--- src/rtl/ysyx_25030085_mem_pkg.sv ---
// Shared types and constants for the IFU/LSU data-memory arbiter.
package ysyx_25030085_mem_pkg;

  // Arbiter transaction phases.
  typedef enum logic [1:0] {
    IDLE  = 2'd0,
    ISSUE = 2'd1,
    WAIT  = 2'd2
  } state_t;

  // Master identifiers; also the bit positions in req/grant vectors.
  localparam logic OWN_IFU = 1'b0;
  localparam logic OWN_LSU = 1'b1;

  // Byte-strobe width for the default 32-bit data path.
  localparam int WMASK_W = 4;

endpackage

--- src/rtl/ysyx_25030085_rr_pick.sv ---
// Two-input round-robin picker: with both requests active, the input that
// did not win last time is granted; a single request is granted directly.
module ysyx_25030085_rr_pick
  import ysyx_25030085_mem_pkg::*;
(
  input  logic [1:0] req,
  input  logic       last,
  output logic [1:0] grant
);

  // One-hot grant selection.
  always_comb begin
    grant = 2'b00;
    case (req)
      2'b01:   grant = 2'b01;
      2'b10:   grant = 2'b10;
      2'b11:   grant = (last == OWN_IFU) ? 2'b10 : 2'b01;
      default: grant = 2'b00;
    endcase
  end

endmodule

--- src/rtl/ysyx_25030085_mem_arbiter.sv ---
// Shares one data-memory port between the IFU (read-only) and the LSU
// (read/write). One outstanding transaction, round-robin arbitration,
// registered request towards memory, response routed to the owner.
module ysyx_25030085_mem_arbiter
  import ysyx_25030085_mem_pkg::*;
#(
  parameter int ADDR_W = 32,
  parameter int DATA_W = 32
) (
  input  logic                clk,
  input  logic                rst_n,

  input  logic                ifu_req_valid,
  input  logic [ADDR_W-1:0]   ifu_req_addr,
  output logic                ifu_req_ready,
  output logic                ifu_resp_valid,
  output logic [DATA_W-1:0]   ifu_resp_data,

  input  logic                lsu_req_valid,
  input  logic                lsu_req_wen,
  input  logic [ADDR_W-1:0]   lsu_req_addr,
  input  logic [DATA_W-1:0]   lsu_req_wdata,
  input  logic [DATA_W/8-1:0] lsu_req_wmask,
  output logic                lsu_req_ready,
  output logic                lsu_resp_valid,
  output logic [DATA_W-1:0]   lsu_resp_data,

  output logic                mem_req_valid,
  output logic                mem_req_wen,
  output logic [ADDR_W-1:0]   mem_req_addr,
  output logic [DATA_W-1:0]   mem_req_wdata,
  output logic [DATA_W/8-1:0] mem_req_wmask,
  input  logic                mem_req_ready,
  input  logic                mem_resp_valid,
  input  logic [DATA_W-1:0]   mem_resp_data
);

  state_t     state;
  state_t     state_nxt;
  logic       owner;
  logic       last_owner;
  logic [1:0] req;
  logic [1:0] grant;
  logic       resp_fire;

  assign req = {lsu_req_valid, ifu_req_valid};

  ysyx_25030085_rr_pick u_pick (
    .req   (req),
    .last  (last_owner),
    .grant (grant)
  );

  // State register.
  always_ff @(posedge clk or negedge rst_n) begin
    if (!rst_n) begin
      state <= IDLE;
    end else begin
      state <= state_nxt;
    end
  end

  // Next state, request handshakes and response routing.
  always_comb begin
    state_nxt      = state;
    ifu_req_ready  = 1'b0;
    lsu_req_ready  = 1'b0;
    mem_req_valid  = 1'b0;
    resp_fire      = 1'b0;
    ifu_resp_valid = 1'b0;
    lsu_resp_valid = 1'b0;
    ifu_resp_data  = '0;
    lsu_resp_data  = '0;
    case (state)
      IDLE: begin
        // Ready is gated by rst_n so nothing is granted while reset is held.
        ifu_req_ready = rst_n & grant[OWN_IFU];
        lsu_req_ready = rst_n & grant[OWN_LSU];
        if (rst_n && (grant != 2'b00)) begin
          state_nxt = ISSUE;
        end
      end
      ISSUE: begin
        mem_req_valid = 1'b1;
        if (mem_req_ready) begin
          if (mem_resp_valid) begin
            // Zero-wait memory: accept and respond in the same cycle.
            resp_fire = 1'b1;
            state_nxt = IDLE;
          end else begin
            state_nxt = WAIT;
          end
        end
      end
      WAIT: begin
        if (mem_resp_valid) begin
          resp_fire = 1'b1;
          state_nxt = IDLE;
        end
      end
      default: state_nxt = IDLE;
    endcase
    ifu_resp_valid = resp_fire && (owner == OWN_IFU);
    lsu_resp_valid = resp_fire && (owner == OWN_LSU);
    if (ifu_resp_valid) begin
      ifu_resp_data = mem_resp_data;
    end
    // A write acknowledge carries no data.
    if (lsu_resp_valid && !mem_req_wen) begin
      lsu_resp_data = mem_resp_data;
    end
  end

  // Latch the winning request, its owner and the round-robin history.
  always_ff @(posedge clk or negedge rst_n) begin
    if (!rst_n) begin
      owner         <= OWN_IFU;
      last_owner    <= OWN_IFU;
      mem_req_wen   <= 1'b0;
      mem_req_addr  <= '0;
      mem_req_wdata <= '0;
      mem_req_wmask <= '0;
    end else if (lsu_req_ready) begin
      owner         <= OWN_LSU;
      last_owner    <= OWN_LSU;
      mem_req_wen   <= lsu_req_wen;
      mem_req_addr  <= lsu_req_addr;
      mem_req_wdata <= lsu_req_wdata;
      mem_req_wmask <= lsu_req_wmask;
    end else if (ifu_req_ready) begin
      owner         <= OWN_IFU;
      last_owner    <= OWN_IFU;
      mem_req_wen   <= 1'b0;
      mem_req_addr  <= ifu_req_addr;
      mem_req_wdata <= '0;
      mem_req_wmask <= '0;
    end
  end

endmodule
--- config.mk ---
export PLATFORM = sky130hd
export DESIGN_NAME = ysyx_25030085_mem_arbiter
export DESIGN_NICKNAME = d
export VERILOG_FILES = /design/src/rtl/ysyx_25030085_mem_pkg.sv /design/src/rtl/ysyx_25030085_rr_pick.sv /design/src/rtl/ysyx_25030085_mem_arbiter.sv
export SDC_FILE = /design/constraint.sdc
export NUM_CORES = 1
export LEC_CHECK = 0
export ABC_AREA = 1
export CAP_MARGIN = 20
export CORE_AREA = 2 2 108 110
export CTS_CLUSTER_SIZE = 24
export DETAILED_ROUTE_END_ITERATION = 8
export DIE_AREA = 0 0 110 112
export PLACE_DENSITY = 0.81
export SYNTH_ARGS = -nofsm -noshare
export SYNTH_HDL_FRONTEND = slang
export SYNTH_SLANG_ARGS = --single-unit
--- constraint.sdc ---
create_clock -name clk -period 4 [get_ports clk]
set_input_delay 0.6 -clock clk [delete_from_list [all_inputs] [get_ports clk]]
set_output_delay 0.6 -clock clk [all_outputs]
set_load 0.1 [all_outputs]
Yosys cells after proc, flatten, opt, wreduce, memory -nomap -nowiden
Cells that the tools add are included.
Word-level totals
  bits of input ports: 139
  word-level logic and storage cells: 50
  register bits after elaboration: 72
Operators by class
  equality and inequality tests: 8
  reduce and logical (&&, ||, !) cells: 9
  bitwise logic cells: 3
  muxes and demuxes: 24
Operator list (count)
  $mux 32: 6
  $pmux 2 s3: 2
  $mux 2: 5
  $mux 1: 8
  $mux 4: 2
  $eq 2x2->1 const B: 3
  $ne 2x2->1 const B: 3
  $eq 2x1->1 const B: 2
  $logic_and 1x1->1: 4
  $reduce_bool 2->1: 2
  $reduce_and 3->1: 1
  $and 1x1->1: 2
  $logic_not 2->1: 1
  $pmux 1 s2: 1
  $logic_not 1->1: 1
  $not 1->1: 1

Depth between registers and ports, before layout
  word-level depth: 6
  depth in mapped cells: 10
  gate-level depth less buffers: 8

By module
From an unflattened synthesis, not the netlist that was laid out.
Unflattened totals
  cells, all modules: 575
  area total of the unflattened synthesis: 3822.4 µm²
Modules (own cells, without submodules)
  ysyx_25030085_mem_arbiter: cells each 570, sequential area each 1801.7 µm², times used 1, area an instance 3801.1 µm²
  ysyx_25030085_rr_pick: cells each 5, sequential area each 0.0 µm², times used 1, area an instance 21.3 µm²

Least setup slack after synthesis
Ideal clock, no wire load.
  path kind: register -> output
  start point: register state[1]
  end point: output ifu_resp_data[22]
  cell stages (with the launch flop): 8
  buffers on the path: 1
  data arrival time: 3.265 ns
  required time: 3.400 ns
  slack: 0.135 ns
  path through: dfrtp_1 inv_1 ha_1 inv_1 o21ai_1 nand3_1 clkbuf_1 nor2_1
Between the ends
  longest elaborated chain between the ends: 4
  elaborated cells on any way between the ends: 5
  classes of those cells: eq/ne (2); mux (2); reduce/logical (1)
Ends and longest elaborated chain
  from (decl): RTL line ysyx_25030085_mem_arbiter.sv:38  | state_t state;
  from (signal assigned): RTL line ysyx_25030085_mem_arbiter.sv:59  | state <= state_nxt;
  $eq 2x2->1 / $eq 2x1->1 (equally long branches): RTL line ysyx_25030085_mem_arbiter.sv:74  | case (state)
  $pmux 1 s2 (*): RTL line ysyx_25030085_mem_arbiter.sv:74
  $logic_and 1x1->1 (*): RTL line ysyx_25030085_mem_arbiter.sv:103  | ifu_resp_valid = resp_fire && (owner == OWN_IFU);
  $mux 32 (*): RTL line ysyx_25030085_mem_arbiter.sv:105  | if (ifu_resp_valid) begin
  to (decl): RTL line ysyx_25030085_mem_arbiter.sv:17  | output logic [DATA_W-1:0] ifu_resp_data,
Mark *: on every way between the ends. The rest lies on a longest branch, timed or not.

Final worst setup path
  start point: input mem_req_ready
  end point: output ifu_resp_data[23]
Between the ends
  longest elaborated chain between the ends: 4
Ends and longest elaborated chain
  from (decl): RTL line ysyx_25030085_mem_arbiter.sv:33  | input logic mem_req_ready,
  $mux 1: RTL line ysyx_25030085_mem_arbiter.sv:85  | if (mem_req_ready) begin
  $pmux 1 s2: RTL line ysyx_25030085_mem_arbiter.sv:74
  $logic_and 1x1->1: RTL line ysyx_25030085_mem_arbiter.sv:103
  $mux 32: RTL line ysyx_25030085_mem_arbiter.sv:105
Every way passes these cells.

==> metrics.cfg <==
[clock_network]
cts_made_buffers = 9
holdBufCountCts = 0
cts.sinks = 72
cts_root_buf = clkbuf_16
cts_tree = built
cts-resized-gates = 0
cts.htree.levels = 3
cts_setup_buffers = 0
cts_buffer_depth = 2
clkTransAtPathRegs_ns = 0.05
clock_latency_ns = 0.33

[floorplanning]
chipWidth_um = 110
dieArea_sq_um = 12320
die_y_um = 112
core-area_sq_um = 11170
num_rows = 39
ios = 277
start_util_pct = 35.11

[worst_setup_path]
arrival_ns = 2.53
ff2ff_path_depth = 9
cp-start-kind = input pin
worstPathMaxFanout = 19
critPathKind = input pin to output port
cp-end-kind = output port
critical_path_cell_count = 7
crit_family = buffers and inverters
cp.required_ns = 3.40
cp_num_buf_inv = 4
cp_slowest_stage_delay_ns = 0.46
crit_chain = clkdlybuf4s50_1 -> inv_1 -> o21ai_1 -> nand3_1 -> buf_4 -> nor2_1 -> buf_12
crit_slowest_cell = clkdlybuf4s50_1

[power]
cellLeakagePower_uw = 0.003942
power_density_nw_per_um2 = 851.6
max-vdd-ir-drop_v = 0.0007159

[layout]
final_nets = 978
n_fill_cell = 907
syn2layout_area_growth_pct = 96.65
layout_common_cells = 215 x nand2_1, 207 x clkdlybuf4s50_1, 106 x inv_1
layout_commonest_cell = nand2_1
drive_above_1_share_pct = 11.53

[routing]
drtIter0Drc = 239
wl_per_cell_um = 14.23
antenna_left = 0
firstDrtPassIters = 5
drc = 0
routed_via_density = 4.528
vias = 4460
wirelength_mm = 14.01

[hold_path]
hold_path_depth = 2
hold_class = register to register

[placed_design]
globalplace.congestion = 0.8166
detailed_place_hpwl_mm = 10.96
port_buffers = 276

[yosys]
synth_top_family_by_area = simple AND/OR/NAND/NOR gates
post_synth_mux_area_share_pct = 0
yosysSeqAreaShare_pct = 45.92
avgSynthCellArea_sq_um = 6.824
yosys_warnings = 0
synth_top_area_share_pct = 45.92
yosys.area.top_type = dfrtp_1
synth-compound-area-share_pct = 1.180
syn-cell-area_sq_um = 3924
syn_inst = 575
yosys.area_share.simple_pct = 37.21
ys_ff_latch = 72
synth_xor_xnor_area_share_pct = 0
synth_nets = 717
yosysUniqueCellTypes = 19
synth_fa_ha_area_share_pct = 0.9566
synthTopCellsByArea = dfrtp_1 46%, nand2_1 21%, inv_1 10%

[timing]
finalCriticalPeriod_ns = 3.134
setup_violations = 0
slew_headroom_pct = 30.42
tns_ns = 0
worst_pin_slew_ns = 1.041
report.final.slew_viol_count = 0
worst_clock_skew_ns = 0.009114
finalHoldViolCount = 0
fmax_mhz = 319.0
rsz0062_at_grt = false
hold_ws_ns = 0.4759
period_share_pct = 78.36

[global_routing]
grt_pass1_vias = 4350
grt_usage_pct = 22.90
grt_max_degree = 74
globalRoute.totalOverflow = 0
grt_first_pass_wirelength_mm = 21.79
antenna_found_initial = 2

[run]
drv_cap = 0

[status]
status = complete, no violations

-- worst reg2reg max path: stages, from the launching register on --
cell and delay (ns):
dfrtp_1 0.40, inv_1 0.09, ha_1 0.22, nand2_1 0.08, inv_2 0.45, nand3_4 0.52
inv_2 0.23, buf_4 0.38, nand2_1 0.10, o21ai_0 0.09
-- Yosys cell counts, drive strengths merged --
cell type and count:
nand2 216, inv 109, dfrtp 72, nor2 66, nand3 36, nand4 33, buf 23, clkbuf 10
o21ai 6, ha 3, a21oi 1
-- cell type report --
cell class	instances	area [sq um]	area share, %
tap	143	178.9	2.319
clock inverter	5	56.30	0.7297
timing repair buffer	283	3481	45.11
multi-input combinational	361	1544	20.01
clock buffer	11	242.7	3.146
antenna	1	2.502	0.03243
sequential	72	1802	23.35
inverter	109	409.1	5.302
-- per-stage QoR --
stage	instances	total power, uW	area, sq um	setup WS, ns	utilization, %
2_1_floorplan	575	4554	3924	0.1353	-
3_3_place_gp	968	5758	7415	0.9205	66.35
3_5_place_dp	968	5807	7415	0.8825	66.35
4_1_cts	984	6621	7714	0.8526	69.03
5_1_grt	984	6844	7714	0.6955	69.03
6_report	985	6571	7716	0.8656	69.05
-- routing by layer --
metal / vias up / global-route usage [%] / routed length, um
met5: - / 0 / 11
met3: 41 / 7.436 / 1349
li1: 2230 / - / -
met1: 1984 / 24.00 / 4964
met2: 203 / 40.61 / 7143
met4: 2 / 10.72 / 545
-- where the power goes --
part	switching [uW]	internal [uW]	total, uW
clock	296	498	794
combinational	3480	1060	4540
sequential	181	1050	1230
-- cell families after synthesis --
logic type                 count (synthesis)
AOI/OAI and AO/OA                          7
adders and majority gates                  3
buffers and inverters                    142
DFF                                       72
and+or+nand+nor                          351
-- sequential cells by signal (all words and copies together) (netlist names) --
register / count
last_owner: 1
mem_req_addr: 32
mem_req_wdata: 32
mem_req_wen: 1
mem_req_wmask: 4
state: 2
-- path summary, 6_finish.rpt --
check | startpoint | endpoint | slack (ns)
setup / recovery | mem_req_ready | ifu_resp_data[23] | 0.87
hold / removal | mem_req_addr[2] | mem_req_addr[2] | 0.48
setup reg to reg | state[1] | mem_req_wen | 1.35
hold reg to reg | mem_req_addr[2] | mem_req_addr[2] | 0.48
max in group asynchronous | rst_n | mem_req_addr[6] | 2.90
min in group asynchronous | rst_n | mem_req_wmask[0] | 0.50
Power figures use the tool's default switching activity.
